[config.mk]
export PLATFORM = sky130hd
export DESIGN_NAME = rf_write_arbiter_flat
export DESIGN_NICKNAME = d
export VERILOG_FILES = /design/src/rtl/rf_write_arbiter_if.sv /design/src/rtl/rf_write_arbiter.sv /design/src/flat_wrapper.sv
export SDC_FILE = /design/constraint.sdc
export NUM_CORES = 1
export LEC_CHECK = 0
export CORE_ASPECT_RATIO = 0.7
export CORE_UTILIZATION = 25
export CTS_BUF_LIST = sky130_fd_sc_hd__clkbuf_4
export DETAILED_ROUTE_END_ITERATION = 7
export GPL_ROUTABILITY_DRIVEN = 0
export SLEW_MARGIN = 20
export SYNTH_ARGS = -nofsm -noshare
export SYNTH_HDL_FRONTEND = slang
export SYNTH_SLANG_ARGS = --single-unit
[constraint.sdc]
create_clock -name clock -period 1.15 [get_ports clock]
set_input_delay 0.23 -clock clock [delete_from_list [all_inputs] [get_ports clock]]
set_output_delay 0.23 -clock clock [all_outputs]
set_load 0.1 [all_outputs]
[src/rtl/rf_write_arbiter_if.sv]
// Request and write-port bundle for rf_write_arbiter.
// Handshake: requester i holds req_valid[i] with stable req_addr/req_data until a cycle
// where req_valid[i] & req_ready[i]; that cycle is the transfer. req_ready never waits on itself.
interface rf_write_arbiter_if #(
    parameter int NUM_REQ = 2,
    parameter int DATA_W  = 64,
    parameter int ADDR_W  = 5
);
    logic [NUM_REQ-1:0]        req_valid;
    logic [NUM_REQ*ADDR_W-1:0] req_addr;
    logic [NUM_REQ*DATA_W-1:0] req_data;
    logic [NUM_REQ-1:0]        req_ready;
    logic                      regwrite;
    logic [ADDR_W-1:0]         write_reg;
    logic [DATA_W-1:0]         write_data;

    modport master (
        output req_valid, req_addr, req_data,
        input  req_ready, regwrite, write_reg, write_data
    );

    modport slave (
        input  req_valid, req_addr, req_data,
        output req_ready, regwrite, write_reg, write_data
    );
endinterface

[src/rtl/rf_write_arbiter.sv]
// Round-robin owner of the register-file write port, with a post-reset clearing sweep of x1..xN.
// Optional stall counter output enabled by defining RFARB_STALL_CNT_EN.
module rf_write_arbiter #(
    parameter int NUM_REQ    = 2,
    parameter int DATA_W     = 64,
    parameter int ADDR_W     = 5,
    parameter int INIT_SWEEP = 1
) (
    input  logic                 clock,
    input  logic                 reset,
    rf_write_arbiter_if.slave    bus,
`ifdef RFARB_STALL_CNT_EN
    output logic [31:0]          stall_count,
`endif
    output logic                 init_done,
    output logic                 dbg_state
);
    localparam int PTR_W = (NUM_REQ > 1) ? $clog2(NUM_REQ) : 1;
    localparam logic [ADDR_W-1:0] LAST_IDX = '1;

    typedef enum logic {
        ST_INIT = 1'b0,
        ST_RUN  = 1'b1
    } state_e;

    localparam state_e RST_STATE = (INIT_SWEEP != 0) ? ST_INIT : ST_RUN;
    localparam logic   RST_DONE  = (INIT_SWEEP == 0);

    state_e              state_q, state_d;
    logic [ADDR_W-1:0]   cnt_q, cnt_d;
    logic [PTR_W-1:0]    rr_q, rr_d;
    logic                regwrite_q, regwrite_d;
    logic [ADDR_W-1:0]   write_reg_q, write_reg_d;
    logic [DATA_W-1:0]   write_data_q, write_data_d;
    logic                init_done_q, init_done_d;

    logic                grant_vld;
    logic [PTR_W-1:0]    grant_idx;
    logic [ADDR_W-1:0]   grant_addr;
    logic [DATA_W-1:0]   grant_data;
    logic [NUM_REQ-1:0]  ready;

    // State register
    always_ff @(posedge clock) begin
        if (reset) begin
            state_q      <= RST_STATE;
            cnt_q        <= ADDR_W'(1);
            rr_q         <= '0;
            regwrite_q   <= 1'b0;
            write_reg_q  <= '0;
            write_data_q <= '0;
            init_done_q  <= RST_DONE;
        end else begin
            state_q      <= state_d;
            cnt_q        <= cnt_d;
            rr_q         <= rr_d;
            regwrite_q   <= regwrite_d;
            write_reg_q  <= write_reg_d;
            write_data_q <= write_data_d;
            init_done_q  <= init_done_d;
        end
    end

    // Next-state logic: the write port is always registered one cycle after its source.
    always_comb begin
        state_d      = state_q;
        cnt_d        = cnt_q;
        rr_d         = rr_q;
        regwrite_d   = 1'b0;
        write_reg_d  = write_reg_q;
        write_data_d = write_data_q;
        init_done_d  = init_done_q;
        case (state_q)
            ST_INIT: begin
                regwrite_d   = 1'b1;
                write_reg_d  = cnt_q;
                write_data_d = '0;
                cnt_d        = cnt_q + 1'b1;
                if (cnt_q == LAST_IDX) begin
                    state_d     = ST_RUN;
                    init_done_d = 1'b1;
                end
            end
            ST_RUN: begin
                if (grant_vld) begin
                    rr_d         = (grant_idx == PTR_W'(NUM_REQ - 1)) ? '0 : grant_idx + 1'b1;
                    regwrite_d   = (grant_addr != '0);
                    write_reg_d  = grant_addr;
                    write_data_d = grant_data;
                end
            end
            default: state_d = RST_STATE;
        endcase
    end

    // Output logic: grant scan starts at rr_q and wraps; no grant while resetting or sweeping.
    always_comb begin
        int idx;
        idx        = 0;
        grant_vld  = 1'b0;
        grant_idx  = '0;
        grant_addr = '0;
        grant_data = '0;
        ready      = '0;
        if (!reset && state_q == ST_RUN) begin
            for (int k = 0; k < NUM_REQ; k++) begin
                idx = int'(rr_q) + k;
                if (idx >= NUM_REQ) idx = idx - NUM_REQ;
                if (!grant_vld && bus.req_valid[idx]) begin
                    grant_vld  = 1'b1;
                    grant_idx  = PTR_W'(idx);
                    grant_addr = bus.req_addr[idx*ADDR_W +: ADDR_W];
                    grant_data = bus.req_data[idx*DATA_W +: DATA_W];
                    ready[idx] = 1'b1;
                end
            end
        end
    end

    assign bus.req_ready  = ready;
    assign bus.regwrite   = regwrite_q;
    assign bus.write_reg  = write_reg_q;
    assign bus.write_data = write_data_q;
    assign init_done      = init_done_q;
    assign dbg_state      = (state_q == ST_RUN);

`ifdef RFARB_STALL_CNT_EN
    logic [31:0] stall_q, stall_d;

    always_comb begin
        stall_d = stall_q;
        if (state_q == ST_RUN && |(bus.req_valid & ~ready) && stall_q != 32'hFFFF_FFFF)
            stall_d = stall_q + 32'd1;
    end

    always_ff @(posedge clock) begin
        if (reset) stall_q <= '0;
        else       stall_q <= stall_d;
    end

    assign stall_count = stall_q;
`endif
endmodule

[src/flat_wrapper.sv]
// flat-port wrapper written by rule: the top's interface ports become plain ports
module rf_write_arbiter_flat 
#(
    parameter int NUM_REQ    = 2,
    parameter int DATA_W     = 64,
    parameter int ADDR_W     = 5,
    parameter int INIT_SWEEP = 1
)
  (clock, reset, init_done, dbg_state, bus_req_valid, bus_req_addr, bus_req_data, bus_req_ready, bus_regwrite, bus_write_reg, bus_write_data);
  rf_write_arbiter_if #(.NUM_REQ(NUM_REQ), .DATA_W(DATA_W), .ADDR_W(ADDR_W)) bus_i ();
  input  logic clock;
  input  logic reset;
  output logic init_done;
  output logic dbg_state;
  input wire logic [$bits(bus_i.req_valid)-1:0] bus_req_valid;
  input wire logic [$bits(bus_i.req_addr)-1:0] bus_req_addr;
  input wire logic [$bits(bus_i.req_data)-1:0] bus_req_data;
  output wire logic [$bits(bus_i.req_ready)-1:0] bus_req_ready;
  output wire logic [$bits(bus_i.regwrite)-1:0] bus_regwrite;
  output wire logic [$bits(bus_i.write_reg)-1:0] bus_write_reg;
  output wire logic [$bits(bus_i.write_data)-1:0] bus_write_data;
  assign bus_i.req_valid = bus_req_valid;
  assign bus_i.req_addr = bus_req_addr;
  assign bus_i.req_data = bus_req_data;
  assign bus_req_ready = bus_i.req_ready;
  assign bus_regwrite = bus_i.regwrite;
  assign bus_write_reg = bus_i.write_reg;
  assign bus_write_data = bus_i.write_data;
  rf_write_arbiter #(.NUM_REQ(NUM_REQ), .DATA_W(DATA_W), .ADDR_W(ADDR_W), .INIT_SWEEP(INIT_SWEEP)) u_core (.clock(clock), .reset(reset), .bus(bus_i), .init_done(init_done), .dbg_state(dbg_state));
endmodule
==> impl_results.md, run 1 <==
- Status: complete, but fails checks
- Violated checks: setup timing
- Post-layout min period: 1.678 ns
- CTS Buffer Depth: 2
- Remaining global-route overflow: 0
- Core ar.: 14810 sq um
- DR pass1 iterations: 5
- RR Startpoint: u_core.rr_q$_SDFFE_PP0P_
- Critical path data arrival time: 2.00 ns
- Io pins: 216
- Worst setup SP type: flop
- Max Clock Skew: 0.007441 ns
- Tot Pwr: 6.720 mW
- CTS Buf Count: 9
- Tightest Hold Check Type: in -> reg
- LEAKAGE: 3.226 nW
- Syn Nets: 576
- Final WS setup: -0.5279 ns
- Via count: 4413
- Final cell count without fillers: 877
- Initial DRC Count: 191
- Worst-Skew Late Latency: 0.43 ns
- Worst-margin pin slew: 1.025 ns
- Number of global-route vias before repair: 4667
- Largest stage delay on the critical path: 0.38 ns
- Pwr/cell area: 788.3 nW/um^2
- Slew headroom: 31.69%
- Initial antenna violation count: 0
- Unrepaired setup endpoints after global routing: yes
- Post-Syn Area: 3815 sq um
- Placed Area: 7177 sq um
- Clk sinks: 78
- Synth Warn #: 0
- Critical Path End Type: flop
- Fin crit share: 145.9%
- Tot GR Track Use: 20.61%
- Max Freq: 596.0 MHz
- Crit Path Max Fanout: 5
- Max reg flops: 64
- Mapped Cells: 432
- Fraction of layout cells with a size suffix above 1: 53.96%
- Min-delay src: bus_req_valid[1]
- Most frequent cells in the layout: clkdlybuf4s50_1, buf_12, nor2_1, dfxtp_2, mux2_2
- Port-buffer cells: 215
- Avg Vias per Cell: 5.032
- Clk slew on worst S/H paths: 0.13 ns
- Die area: 15770 sq um
- Starting density of the core: 25.75%
- # hold bufs at CTS: 0
- Post-route cell area: 8524 sq um
- Final setup fails: 144
- Nets: 821
- Die Y: 105.4 um
- Die X: 149.6 um
- DR WL/cell: 19.25 um
- Commonest non-fill, non-tap cell in the layout: clkdlybuf4s50_1
- TNS Setup: -34.91 ns
- Critical Path Start: u_core.rr_q$_SDFFE_PP0P_
- Max Cap Viol: 0
- Sequential element share of the synthesized area: 40.93%
- CTS H-tree depth: 3
- Family with the most delay on the worst path: buffers and inverters
- Synth Register Bits: 78
- Post-Place Cells: 835
- Site Rows: 37
- First-pass GRT wire length: 25.11 mm
- Post-DP HPWL: 10.31 mm
- Final Hold Vio Count: 0
- Drt total wl: 16.88 mm
- Critical path type: reg -> reg
- Max Slew Vio Count: 0
- DRC: 0
- Worst vdd ir: 0.6302 mV
- Distinct cell type count after synthesis: 35
- Root Buffer: clkbuf_4
- CTS tree: done
- Final ANT Viol Nets: 0
- Syn avg cell area: 8.831 sq um
- Critical Path RT: 1.48 ns
- Layout area overhead: 123.5%
- Largest net degree at the start of global routing: 53
- Cell Chain, Critical Path: nand2b_4 > nand2_4 > buf_4 > buf_6 > buf_12 > buf_16 > buf_4 > buf_12 > o22ai_2 > nor2_1
- CP bufs+invs: 6
- Ant diodes: 0
- Slowest CP cell: dfxtp_2
## per-stage QoR
step,hold slack (ns),util (%),setup slack (ns)
CTS,0.3172,55.91,-0.5377
finish,0.3716,57.54,-0.5279
global placement,0.4809,48.45,-0.3474
floorplan,0.2953,-,-0.6522
detailed placement,0.4794,48.45,-0.3850
global route,0.3413,57.54,-0.5847
## worst min-delay path, delay by kind of cell
family | cells | cell delay, ns
buffers and inverters | 1 | 0.23
and+or+nand+nor | 2 | 0.24
AOI/OAI and AO/OA | 1 | 0.06
## kinds of logic (layout without fill, tap and decap cells)
kind of cell | Yosys count | in the layout | share of synthesized area [%]
XOR/XNOR | 3 | 3 | 0.6889
flip-flops | 78 | 78 | 40.93
AND/OR/NAND/NOR | 97 | 97 | 10.36
adder cells (fa/ha/maj) | 2 | 2 | 0.6558
multiplexers | 66 | 66 | 19.42
buffers and inverters | 39 | 289 | 5.379
AO/OA/AOI/OAI | 147 | 147 | 22.56
## what timing repair did
item                       4_1_cts  5_1_grt
setup endpoints to repair      140      148
buffers inserted                12        4
hold endpoints to repair         0        0
cloned                          10        2
resized for setup              101       31
pin swaps                       43       22
## layout make-up
cell class,count,area [sq um]
tap,195,244.0
clock buffer,11,82.58
multi-input combinational,315,2650
timing repair buffer,272,3767
clock inverter,5,98.84
sequential,78,1673
inverter,1,8.758
fill,1239,6290
## synth_stat cells
master      n  area, sq um
a211oi_1    4        30.03
a21boi_2    1        11.26
a21o_1      1        7.510
a21oi_1     4        20.02
a221oi_1    3        26.28
a31oi_1     2        12.51
a32oi_1     1        8.760
and2_1      2        12.51
and3_1      2        12.51
buf_1       5        18.77
buf_2      14        70.07
buf_4       3        22.52
buf_6       4        45.04
clkbuf_1   12        45.04
dfxtp_1    78         1562
ha_1        2        25.02
inv_2       1        3.750
mux2_2     64        720.7
mux2i_1     2        20.02
nand2_1     6        22.52
nand2b_1    2        12.51
nand2b_2    1        8.760
nand4_1     1        6.260
nor2_1     79        296.5
nor2_2      1        6.260
nor2b_1     1        6.260
nor3_1      1        5.000
o2111ai_1   1        8.760
o211a_1     1        10.01
o21ai_0    57        285.3
o21ai_1     8        40.04
o22ai_1    64        400.4
or3_1       1        6.260
xnor2_1     1        8.760
xor2_1      2        17.52
## report_power, final
group / internal (mW) / switching (mW) / leakage [nW] / total (mW)
Sequential: 2.71 / 0.0274 / 0.669 / 2.74
Combinational: 1.10 / 0.745 / 2.46 / 1.84
Clock: 1.14 / 0.993 / 0.0985 / 2.13
## path summary, 6_finish.rpt
| check | endpoint | slack, ns | depth (start not counted) |
|---|---|---|---|
| max | u_core.bus.write_data[28]$_SDFFE_PP0P_ | -0.53 | 10 |
| min | u_core.bus.write_reg[0]$_SDFFE_PP0P_ | 0.37 | 4 |
| max reg2reg | u_core.bus.write_data[28]$_SDFFE_PP0P_ | -0.53 | 10 |
| min reg2reg | u_core.bus.write_reg[0]$_SDFFE_PP0P_ | 0.49 | 2 |
## layer usage
metal	part of all wire (%)	GRT usage, %	wire length (um)	vias to the layer above
li1	-	-	-	2089
met1	44	26.04	7481	2144
met2	48	34.26	8030	158
met3	6.6	5.325	1111	22
met4	1.5	5.904	257	0
met5	0	0	0	-
(Power assumes the default switching activity.)
==> run 2, diff against run 1 <==
MAX_ROUTING_LAYER = met4   (was default)
==> impl_results.md, run 2 (synthesis gave the netlist of run 1 again) <==
- Starting density of the core: 25.75%
- Via count: 4431
- Unrepaired setup endpoints after global routing: yes
- DRC: 0
- Core ar.: 14810 sq um
- Tot GR Track Use: 21.20%
- Io pins: 216
- Final ANT Viol Nets: 0
- Largest net degree at the start of global routing: 53
- Initial DRC Count: 167
- CTS Buffer Depth: 2
- Cell Chain, Critical Path: nand2b_4 > nand2_4 > buf_4 > buf_6 > buf_12 > buf_16 > buf_4 > buf_12 > o22ai_2 > nor2_1
- Site Rows: 37
- Max reg flops: 64
- Crit Path Max Fanout: 5
- Die X: 149.6 um
- Final WS setup: -0.5242 ns
- Worst setup SP type: flop
- Critical Path End Type: flop
- Number of fillers in the final layout: 1239
- Final setup fails: 144
- Critical path data arrival time: 2.00 ns
- First-pass GRT wire length: 25.10 mm
- Port-buffer cells: 215
- Avg Vias per Cell: 5.052
- Family with the most delay on the worst path: buffers and inverters
- DR pass1 iterations: 5
- Slowest CP cell: dfxtp_2
- Die Y: 105.4 um
- Clk slew on worst S/H paths: 0.13 ns
- Nets: 821
- Max Slew Vio Count: 0
- Critical Path RT: 1.48 ns
- Largest stage delay on the critical path: 0.37 ns
- Max Clock Skew: 0.008712 ns
- Post-Place Cells: 835
- Initial antenna violation count: 0
- Max Cap Viol: 0
- DR WL/cell: 19.17 um
- Worst hold margin: 0.3734 ns
- CTS tree: done
- Clk sinks: 78
- Max Freq: 597.3 MHz
- Drt total wl: 16.81 mm
- Post-layout min period: 1.674 ns
- Violated checks: setup timing
- CTS Buf Count: 9
- Status: complete, but fails checks
- Worst vdd ir: 0.6317 mV
- Final cell count without fillers: 877
- Fraction of layout cells with a size suffix above 1: 53.96%
- Tightest Hold Check Type: in -> reg
- Die area: 15770 sq um
- Commonest non-fill, non-tap cell in the layout: clkdlybuf4s50_1
- Root Buffer: clkbuf_4
- Pwr/cell area: 787.1 nW/um^2
- Number of global-route vias before repair: 4704
- Remaining global-route overflow: 0
- LEAKAGE: 3.226 nW
- Post-DP HPWL: 10.31 mm
- Ant diodes: 0
- Post-route cell area: 8524 sq um
- CP bufs+invs: 6
- Final Hold Vio Count: 0
- Placed Area: 7177 sq um
- Layout area overhead: 123.5%
- CTS H-tree depth: 3
- Worst-margin pin slew: 1.042 ns
- Slew headroom: 30.53%
- Fin crit share: 145.6%
- Worst-Skew Late Latency: 0.43 ns
- Most frequent cells in the layout: clkdlybuf4s50_1, buf_12, nor2_1, dfxtp_2, mux2_2
- Critical path type: reg -> reg
[run 2: cell counts in the layout (fill, tap and decap cells not counted)]
Identical to the previous run, type by type.
[run 2: final timing paths]
path	endpoint	startpoint	slack, ns	cells after the start
hold reg to reg	u_core.bus.write_reg[0]$_SDFFE_PP0P_	u_core.bus.write_reg[0]$_SDFFE_PP0P_	0.49	2
setup / recovery	u_core.bus.write_data[28]$_SDFFE_PP0P_	u_core.rr_q$_SDFFE_PP0P_	-0.52	10
setup reg to reg	u_core.bus.write_data[28]$_SDFFE_PP0P_	u_core.rr_q$_SDFFE_PP0P_	-0.52	10
hold / removal	u_core.bus.write_reg[3]$_SDFFE_PP0P_	bus_req_valid[1]	0.37	4
[run 2: metrics by stage]
| stage | power [mW] | util [%] | setup slack (ns) | setup TNS, ns |
|---|---|---|---|---|
| floorplan | 3.358 | - | -0.6522 | -3.305 |
| global placement | 4.065 | 48.45 | -0.3474 | -22.18 |
| detailed placement | 4.092 | 48.45 | -0.3850 | -24.28 |
| CTS | 6.658 | 55.91 | -0.5377 | -35.34 |
| global route | 7.009 | 57.54 | -0.5877 | -43.06 |
| finish | 6.709 | 57.54 | -0.5242 | -34.63 |
[run 2: layout make-up]
type                       count  area, sq um  area share, %
inverter                       1        8.758         0.1027
sequential                    78         1673          19.62
clock buffer                  11        82.58         0.9687
multi-input combinational    315         2650          31.09
tap                          195        244.0          2.862
clock inverter                 5        98.84          1.160
timing repair buffer         272         3767          44.19
[run 2: what timing repair did]
item / in CTS / in global routing
setup buffers: 12 / 4
pin swaps: 43 / 22
resized for setup: 101 / 31
cloned: 10 / 2
setup endpoints to repair: 140 / 148
hold buffers: 0 / 0
[run 2: per-layer routing]
layer | GRT usage, % | up-vias | wire, um
met5 | - | - | 0
met4 | 6.122 | 0 | 272
li1 | - | 2086 | -
met2 | 34.19 | 152 | 7976
met1 | 26.22 | 2170 | 7466
met3 | 4.978 | 23 | 1099
[run 2: power by group]
part	internal (mW)	switching (mW)
Sequential	2.71	0.0271
Clock	1.14	0.984
Combinational	1.10	0.745
Total	4.95	1.76
[run 2: worst min-delay path: stages]
cell and delay [ns]:
buf_2 0.19, and2_1 0.21, nand2_1 0.08, a211oi_1 0.05
